$ cat src/rtl/snap_pkg.sv
// snap_pkg: constants shared by every button-input block
package snap_pkg;
    localparam int SYNC_STAGES = 2;
endpackage

$ cat src/rtl/sync_edge_detect.sv
// sync_edge_detect: synchronises an async input and flags its rising edge
// The edge flop d samples the last synchroniser stage, so a held input yields one rise.
module sync_edge_detect #(
    parameter int STAGES = 2
) (
    input  logic clk,
    input  logic reset,
    input  logic async_in,
    output logic rise
);
    logic [STAGES-1:0] sync;
    logic d;
    always_ff @(posedge clk) begin
        if (reset) begin
            sync <= '0;
            d <= 1'b0;
        end else begin
            sync <= {sync[STAGES-2:0], async_in};
            d <= sync[STAGES-1];
        end
    end
    assign rise = sync[STAGES-1] & ~d;
endmodule

$ cat src/rtl/switch_snapshot_buffer.sv
// switch_snapshot_buffer: live switch hold register plus a circular history of
// captured snapshots, read back newest-first through sel.
module switch_snapshot_buffer
    import snap_pkg::*;
#(
    parameter int WIDTH = 8,
    parameter int DEPTH = 4
) (
    input  logic                         clk,
    input  logic                         reset,
    input  logic [WIDTH-1:0]             switches,
    input  logic                         retain,
    input  logic                         capture,
    input  logic                         clear,
    input  logic [$clog2(DEPTH)-1:0]     sel,
    output logic [WIDTH-1:0]             retain_output,
    output logic [WIDTH-1:0]             snap_output,
    output logic                         snap_valid,
    output logic [$clog2(DEPTH+1)-1:0]   count,
    output logic                         overflow
);
    localparam int PW = $clog2(DEPTH);
    localparam int CW = $clog2(DEPTH+1);
    logic [WIDTH-1:0] q;
    logic [WIDTH-1:0] mem [DEPTH];
    logic [PW-1:0] wr_ptr, rd_idx;
    logic rise;
    sync_edge_detect #(.STAGES(SYNC_STAGES)) u_sync (
        .clk(clk),
        .reset(reset),
        .async_in(capture),
        .rise(rise)
    );
    assign rd_idx = wr_ptr - 1'b1 - sel;
    assign retain_output = q;
    always_ff @(posedge clk) begin
        if (reset) begin
            q <= '0;
            wr_ptr <= '0;
            count <= '0;
            overflow <= 1'b0;
            for (int i = 0; i < DEPTH; i++) mem[i] <= '0;
            snap_output <= '0;
            snap_valid <= 1'b0;
        end else begin
            if (!retain) q <= switches;
            // clear wins over a coincident rise; that capture is dropped
            if (clear) begin
                wr_ptr <= '0;
                count <= '0;
                overflow <= 1'b0;
                for (int i = 0; i < DEPTH; i++) mem[i] <= '0;
            end else if (rise) begin
                mem[wr_ptr] <= q;
                wr_ptr <= wr_ptr + 1'b1;
                if (count == CW'(DEPTH)) overflow <= 1'b1;
                else count <= count + 1'b1;
            end
            snap_valid <= CW'(sel) < count;
            snap_output <= (CW'(sel) < count) ? mem[rd_idx] : '0;
        end
    end
endmodule

$ cat config.mk
export PLATFORM = sky130hd
export DESIGN_NAME = switch_snapshot_buffer
export DESIGN_NICKNAME = d
export VERILOG_FILES = /design/src/rtl/snap_pkg.sv /design/src/rtl/sync_edge_detect.sv /design/src/rtl/switch_snapshot_buffer.sv
export SDC_FILE = /design/constraint.sdc
export NUM_CORES = 1
export LEC_CHECK = 0
export CAP_MARGIN = 15
export CELL_PAD_IN_SITES_DETAIL_PLACEMENT = 1
export CELL_PAD_IN_SITES_GLOBAL_PLACEMENT = 1
export CORE_MARGIN = 5
export CORE_UTILIZATION = 39
export DETAILED_ROUTE_END_ITERATION = 8
export HOLD_SLACK_MARGIN = 0.1
export PLACE_DENSITY_LB_ADDON = 0.1
export SLEW_MARGIN = 20
export SYNTH_ARGS = -nofsm -noshare
export SYNTH_HDL_FRONTEND = slang
export SYNTH_SLANG_ARGS = --single-unit
$ cat constraint.sdc
create_clock -name clk -period 1.7 [get_ports clk]
set_input_delay 0.34 -clock clk [delete_from_list [all_inputs] [get_ports clk]]
set_output_delay 0.34 -clock clk [all_outputs]
set_load 0.1 [all_outputs]
# After elaboration in Yosys (flattened, before gate mapping)
# Memory sizes are Yosys's and may differ from the RTL's. A register that Yosys moved wholly into a read port is not among the register bits.
# Index checks and enable logic that the tools add are counted.
classes:
  n_addsub: 4
  n_lt_le_gt_ge: 1
  eq_ne: 1
  muxes: 16
  bitwise: 8
  reduce_logical: 5
op_table:
  columns: ["op", "count"]
  rows:
  - ["$mux 8", 5]
  - ["$mux 1", 10]
  - ["$reduce_or 8->1", 1]
  - ["$or 1x1->1", 4]
  - ["$reduce_and 2->1", 2]
  - ["$reduce_or 2->1", 2]
  - ["$add 3x1->3 const B", 1]
  - ["$eq 3x3->1 const B", 1]
  - ["$lt 2x3->1", 1]
  - ["$not 1->1", 3]
  - ["$add 2x1->2 const B", 1]
  - ["$mux 2", 1]
  - ["$sub 2x1->2 const B", 1]
  - ["$sub 2x2->2", 1]
  - ["$and 1x1->1", 1]
totals:
  reg_bits: 18
  ramBits: 32
  inputBits: 15
  out_inout_bits: 21
  word_cells: 43
  memories: 1
memory_table:
  columns: ["name", "words", "width", "rd", "rd_clocked_by_memory_dff", "wr", "line", "rtl"]
  rows:
  - ["mem", 4, 8, 1, 1, 4, "switch_snapshot_buffer.sv:25", "logic [WIDTH-1:0] mem [DEPTH];"]

# Logic depth before layout (Yosys ltp)
# Gate-level depths: netlist of the first run.
depth:
  depth_word: 8
  mapped_depth: 5
  depth_no_buf: 5

# By module
# A second synthesis of the first run with hierarchy kept.
unflattened:
  hier_cells: 178
  hier_area_um2: 2443.6
by_module_without_submodules:
  columns: ["mod", "instances", "cells_each", "area_each_um2"]
  rows:
  - ["switch_snapshot_buffer", 1, 171, 2356.0]
  - ["sync_edge_detect", 1, 7, 87.6]

# Least setup slack after synthesis of the first run
# Ideal clock, no wire load.
synth_timing:
  path_type: "register to register"
  from: "register count[1]"
  to: "register snap_output[0] (read register of mem)"
  setup_ns: 0.067
  t_arrival_ns: 2.113
  slack_ns: -0.479
  stages_incl_launch_ff: 6
  period_less_slack_ns: 2.179
  cell_sequence: "dfxtp_1 inv_1 ha_1 nor2b_1 a221o_1 nor2b_1"
synth_between:
  elab_chain_len: 3
synth_rtl:
  columns: ["item", "line", "rtl"]
  rows:
  - ["start: declaration", "switch_snapshot_buffer.sv:19", "output logic [$clog2(DEPTH+1)-1:0] count,"]
  - ["start signal: assignment", "switch_snapshot_buffer.sv:57", "else count <= count + 1'b1;"]
  - ["$lt 2x3->1", "switch_snapshot_buffer.sv:60", "snap_output <= (CW'(sel) < count) ? mem[rd_idx] : '0;"]
  - ["$not 1->1 (no line)", null, null]
  - ["$reduce_or 2->1 (no line)", null, null]
  - ["end: declaration", "switch_snapshot_buffer.sv:17", "output logic [WIDTH-1:0] snap_output,"]
# Every way passes these cells.
# A chain may end at the register's enable or synchronous reset.

# Worst setup path after layout of the first run
layout_timing:
  from: "register wr_ptr[1]"
  to: "register snap_output[0] (read register of mem)"
layout_between:
  elab_chain_len: 2
layout_rtl:
  columns: ["item", "line", "rtl"]
  rows:
  - ["start: declaration", "switch_snapshot_buffer.sv:26", "logic [PW-1:0] wr_ptr, rd_idx;"]
  - ["start signal: assignment", "switch_snapshot_buffer.sv:55", "wr_ptr <= wr_ptr + 1'b1;"]
  - ["$sub 2x1->2", "switch_snapshot_buffer.sv:34", "assign rd_idx = wr_ptr - 1'b1 - sel;"]
  - ["$sub 2x2->2", "switch_snapshot_buffer.sv:34", null]
# Every way passes these cells.

==> summary.txt, run 1 <==
Final layout
  – Non-Filler Instances: 312
  – N_diodes: 0
  – Layout cells sized above 1: 0.253
  – Nets@finish: 255
  – Layout Utilization: 0.569
  – Area Overhead vs Synth: 39.7%

Logic synthesis
  – Synth unique cells: 23
  – Largest family of logic cells by synthesized area: simple AND/OR/NAND/NOR gates
  – Syn nets: 206
  – Synth Area per Inst: 13.4 um2
  – Main area contributors after synthesis: edfxtp_1, dfxtp_1, mux4_1
  – Yosys warns: 0
  – Compound-Gate Fraction of Synth Area: 0.0219
  – Post-synthesis xor/xnor area fraction: 0.0133
  – Instance count of the mapped netlist: 183
  – Leading area contributor after synthesis: edfxtp_1
  – Multiplexer share of the synthesized area: 0.118
  – Simple-gate area share of the yosys netlist: 0.176
  – Synth top area share: 0.392
  – Synth Area in Adders: 0.0408
  – Sequential share of the synthesized area: 0.604
  – #FFs+latches synth: 58
  – Syn Std Cell Area: 0.00245 mm2

Floorplan
  – Core ar.: 0.00603 mm2
  – Die X: 89.3 um
  – Ports: 36
  – Starting density of the core: 0.407
  – Die ar.: 0.00798 mm2
  – Num rows: 28
  – Die height: 89.3 um

Critical path
  – Data arrival, critical path: 1.82 ns
  – Crit-path max FO: 8
  – Startpoint Class: flip-flop
  – Crit end category: flip-flop
  – WP data required: 1.91 ns
  – Crit Path Class: reg2reg

Timing
  – Max-slew violations: 0
  – # setup viols final: 0
  – Worst slew pin tran: 0.460 ns
  – Hold Vio Cnt, Final: 0
  – Slew HR: 0.693
  – Post-route clock period utilization: 0.950
  – Final Critical Period: 1.61 ns
  – Fmax achieved: 619 MHz
  – Layout Skew: 0.00896 ns
  – RSZ-0062 raised after global routing: no

Clock tree
  – Clock Sinks: 58
  – Setup Fix Bufs, Post-CTS: 0
  – CTS tree: yes
  – H-tree depth: 3
  – CTS Buf Count: 9
  – Post-CTS Hold Buffers: 0
  – Latest clock arrival within the worst-skew pair: 0.33 ns
  – Clk root buf: clkbuf_8
  – Clk pin slew, worst setup/hold paths: 0.06 ns
  – CTS Buffer Depth: 2

Placed design
  – Dpl cells: 297
  – DPL Wire Length: 4030 um
  – IO Port Bufs: 35
  – Routability cong.: 0.787

Power and ir drop
  – Clk pwr share: 0.408
  – P_int: 2.52 mW
  – Sw Share: 0.235
  – Cell Pwr Density: 960 mW/mm2
  – Net switching power: 773 uW
  – Power share of the sequential group: 0.477
  – Leakage power: 1.40 nW
  – Max IR drop VDD: 0.592 mV
  – Comb power frac: 0.115

Detailed routing
  – Vias: 1523
  – Total Routed Length: 5180 um
  – Via density: 4.88
  – Drt first pass iters: 4
  – Avg WL per Cell: 16.6 um
  – DRT iter0 DRCs: 90
  – Drc violations: 0
  – Routed Antenna Nets: 0

Flow run
  – Max cap viols: 0

Global route
  – First-pass GRT wire length: 8570 um
  – Gr ovfl total: 0
  – Vias in the first global route: 1688
  – Global-route usage over all layers: 0.149
  – Initial antenna violation count: 0
  – Largest net degree at the start of global routing: 14

Worst hold path
  – Hold Path Class: reg2reg

Outcome
  – Run status: complete, no violations
## registers in the layout (all words and copies together) (netlist names)
register       flops
snap_valid         1
wr_ptr             2
mem               32
snap_output        8
u_sync.d           1
u_sync.sync        2
retain_output      8
overflow           1
count              3
## synth_stat cells, drive strengths merged
library cell / number
a21oi: 5
a221o: 1
a31o: 1
and2: 33
and3: 4
buf: 3
clkbuf: 6
dfxtp: 26
edfxtp: 32
ha: 8
inv: 7
mux2i: 8
mux4: 8
nand2: 3
nand2b: 6
nand3: 3
nor2: 11
nor2b: 13
o21ai: 2
or2: 1
xnor2: 1
xnor3: 1
## power groups by stage
stage,sequential [mW],clock [mW],combinational (mW)
final,1.57,1.34,0.379
after global routing,1.57,1.44,0.399
after CTS,1.57,1.38,0.383
after detailed placement,1.60,0,0.385
after global placement,1.59,0,0.374
after floorplan,1.69,0,0.105
## layout by cell type, fill, tap and decap left out, types with 3 or more instances in the layout
cell type	instances
buf_12	25
a21oi_1	5
inv_1	6
nor2_1	11
clkdlybuf4s50_1	13
mux4_1	5
nand2b_1	6
edfxtp_1	32
mux2i_1	8
mux4_2	3
buf_4	8
nand2_1	3
dfxtp_1	23
nand3_1	3
and3_1	4
nor2b_1	12
ha_1	7
clkbuf_8	9
and2_1	33
## worst max-delay path, stage by stage (launching register included)
cell	delay [ns]
dfxtp_1	0.44
xnor3_2	0.58
mux4_2	0.33
nor2b_1	0.14
## kinds of logic (layout without fill, tap and decap cells)
kind of cell	Yosys count	in the layout
and+or+nand+nor	74	74
DFF	58	58
muxes	16	16
buffers and inverters	16	70
AOI/OAI and AO/OA	9	9
adders and majority gates	8	8
xor gates and xnor gates	2	2
## stage by stage
stage          area [um2]  worst slack [ns]  total power, mW  hold WS (ns)  TNS, ns
3_3_place_gp         3240            -0.401             1.97         0.421    -5.21
5_1_grt              3430            0.0283             3.42         0.473        0
6_report             3430            0.0853             3.29         0.448        0
4_1_cts              3430            0.0710             3.33         0.451        0
2_1_floorplan        2460            0.0506             1.80         0.412        0
3_5_place_dp         3240            -0.486             1.98         0.434    -7.31
## metal layers
layer  wire, um  global-route usage  share of wire
met2       2570               0.244           0.50
met3        250              0.0323          0.048
met4         97              0.0812          0.019
met5          0                   0              0
met1       2260               0.182           0.44
## layout make-up
class | instances | area [um2]
clock buffer | 10 | 128
multi-input combinational | 109 | 911
fill | 601 | 2600
inverter | 7 | 26.3
sequential | 58 | 1490
tap | 75 | 93.8
clock inverter | 6 | 81.3
timing repair buffer | 47 | 699
## worst paths after layout
check,startpoint,end,slack (ns),depth (start not counted)
setup / recovery,wr_ptr[1],snap_output[0],0.09,3
hold / removal,u_sync.sync[0],u_sync.sync[1],0.45,1
setup reg to reg,wr_ptr[1],snap_output[0],0.09,3
hold reg to reg,u_sync.sync[0],u_sync.sync[1],0.45,1
## what timing repair did
| item | 4_1_cts | 5_1_grt |
|---|---|---|
| endpoints found under the hold margin | 0 | 0 |
| gates cloned | 0 | 0 |
| gates resized for setup | 6 | 1 |
| endpoints found under the setup margin | 8 | 1 |
| pin swaps | 1 | 0 |
Power figures use the tool's default switching activity.
==> run 2, diff against run 1 <==
--- a/config.mk
+++ b/config.mk
@@ -9,10 +9,12 @@
 export CELL_PAD_IN_SITES_DETAIL_PLACEMENT = 1
 export CELL_PAD_IN_SITES_GLOBAL_PLACEMENT = 1
 export CORE_MARGIN = 5
-export CORE_UTILIZATION = 39
+export CORE_UTILIZATION = 45
 export DETAILED_ROUTE_END_ITERATION = 8
+export DONT_BUFFER_PORTS = 1
 export HOLD_SLACK_MARGIN = 0.1
 export PLACE_DENSITY_LB_ADDON = 0.1
+export SKIP_CTS_REPAIR_TIMING = 1
 export SLEW_MARGIN = 20
 export SYNTH_ARGS = -nofsm -noshare
 export SYNTH_HDL_FRONTEND = slang
==> summary.txt, run 2 (synthesis gave the netlist of run 1 again) <==
Final layout
  – Most frequent cells in the layout: and2_1, edfxtp_1, buf_4, dfxtp_1, nor2b_1
  – Area Overhead vs Synth: 19.6%
  – Commonest non-fill, non-tap cell in the layout: and2_1
  – Nets@finish: 238
  – Top reg by flops: mem
  – Filler Cell Count: 536
  – Max reg flops: 32
  – Non-Filler Instances: 290
  – N_diodes: 0
  – Post-layout instance area: 0.00293 mm2
  – Layout cells sized above 1: 0.223

Critical path
  – Reg2reg setup slack: 0.08 ns
  – Data arrival, critical path: 1.82 ns
  – Crit Path Class: reg2reg
  – Reg-to-Reg End: snap_output[7]
  – WP data required: 1.90 ns
  – Crit end category: flip-flop
  – Startpoint Class: flip-flop
  – Worst reg2reg startpoint: wr_ptr[0]
  – Crit-path max FO: 8
  – FF-to-FF path depth: 4

Global route
  – Initial antenna violation count: 0
  – First-pass GRT wire length: 8160 um
  – M2 GR Usage: 0.251
  – Vias in the first global route: 1618
  – Global-route usage over all layers: 0.152
  – GRT met3 Usage: 0.0573
  – GR Util met1: 0.179
  – Largest net degree at the start of global routing: 15
  – Global route hottest layer: met2
  – Gr ovfl total: 0

Detailed routing
  – DRT iter0 DRCs: 54
  – Via density: 5.04
  – Routed Antenna Nets: 0
  – Avg WL per Cell: 17.0 um
  – Total Routed Length: 4930 um
  – Vias: 1461
  – Drc violations: 0
  – Drt first pass iters: 4

Timing
  – Layout Skew: 0.00856 ns
  – Max-slew violations: 0
  – Hold Vio Cnt, Final: 0
  – RSZ-0062 raised after global routing: no
  – Final Critical Period: 1.62 ns
  – Worst hold slack: 0.140 ns
  – # setup viols final: 0
  – Fmax achieved: 616 MHz
  – Slew HR: 0.697
  – Post-route clock period utilization: 0.955
  – Worst slew pin tran: 0.454 ns
  – Setup TNS: 0 ns

Clock tree
  – H-tree depth: 3
  – Clock Sinks: 58
  – Clk pin slew, worst setup/hold paths: 0.07 ns
  – Clk root buf: clkbuf_8
  – Latest clock arrival within the worst-skew pair: 0.33 ns
  – CTS Buffer Depth: 2
  – CTS tree: yes
  – CTS Buf Count: 9

Floorplan
  – Die X: 83.8 um
  – Core ar.: 0.00520 mm2
  – Die height: 83.8 um
  – Starting density of the core: 0.471
  – Ports: 36
  – Die ar.: 0.00703 mm2
  – Num rows: 26

Power and ir drop
  – Max IR drop VDD: 0.516 mV
  – Cell Pwr Density: 1030 mW/mm2
  – Leakage power: 1.26 nW
  – Total Power: 3.03 mW

Outcome
  – Run status: complete, no violations

Placed design
  – Dpl cells: 273
  – Dpl cell area: 0.00274 mm2
  – IO Port Bufs: 0
  – Routability cong.: 0.710
  – DPL Wire Length: 3890 um

Worst hold path
  – HP Start: capture
  – Hold Path Class: in2reg
  – Worst Hold Depth: 1
  – Hold EP: u_sync.sync[0]

Flow run
  – Max cap viols: 0
==> run 2: cell types whose count changed in the layout (fill, tap and decap cells not counted), sizes merged <==
cell           change
clkdlybuf4s50     -13
buf                -4
clkinv             +3
bufinv             -1
clkbuf             -1
clkinvlp           -1
dlygate4sd2        -1
dlygate4sd3        +1
==> run 2: report_power, final <==
| part | switching [mW] | internal, mW |
|---|---|---|
| sequential | 0.0233 | 1.53 |
| combinational | 0.197 | 0.0920 |
| clock | 0.535 | 0.658 |
==> run 2: stage by stage <==
stage                      util  setup WS (ns)
final                     0.564         0.0773
after global routing      0.564        0.00853
after CTS                 0.562         0.0514
after detailed placement  0.526        0.00320
after global placement    0.526         0.0938
after floorplan               -         0.0506
==> run 2: metal layers <==
metal	part of all wire	vias to the layer above
met2	0.50	36
li1	-	699
met4	0.0065	0
met1	0.43	722
met3	0.054	4
met5	0	-
==> run 2: critical path, cell delays in order (launching register included) <==
cell and delay (ns):
dfxtp_1 0.33, ha_1 0.32, buf_12 0.14, mux4_1 0.56
nor2b_1 0.15
==> run 2: final cells by class <==
class / count / area [um2] / area share
Sequential cell: 58 / 1490 / 0.507
Clock inverter: 7 / 60.1 / 0.0205
Clock buffer: 9 / 124 / 0.0422
Multi-Input combinational cell: 109 / 908 / 0.310
Inverter: 7 / 26.3 / 0.00896
Tap cell: 70 / 87.6 / 0.0299
Timing Repair Buffer: 30 / 240 / 0.0819
==> run 2: how the worst max path moves through the flow <==
stage                    from             end  slack, ns  cells past startpoint
floorplan            count[1]  snap_output[0]       0.05                      5
global placement       sel[0]  snap_output[3]       0.09                      5
detailed placement     sel[0]  snap_output[7]      0.003                      5
CTS                 wr_ptr[0]  snap_output[7]       0.05                      4
global route        wr_ptr[0]       mem[2][7]      0.009                      5
finish              wr_ptr[0]  snap_output[7]       0.08                      4
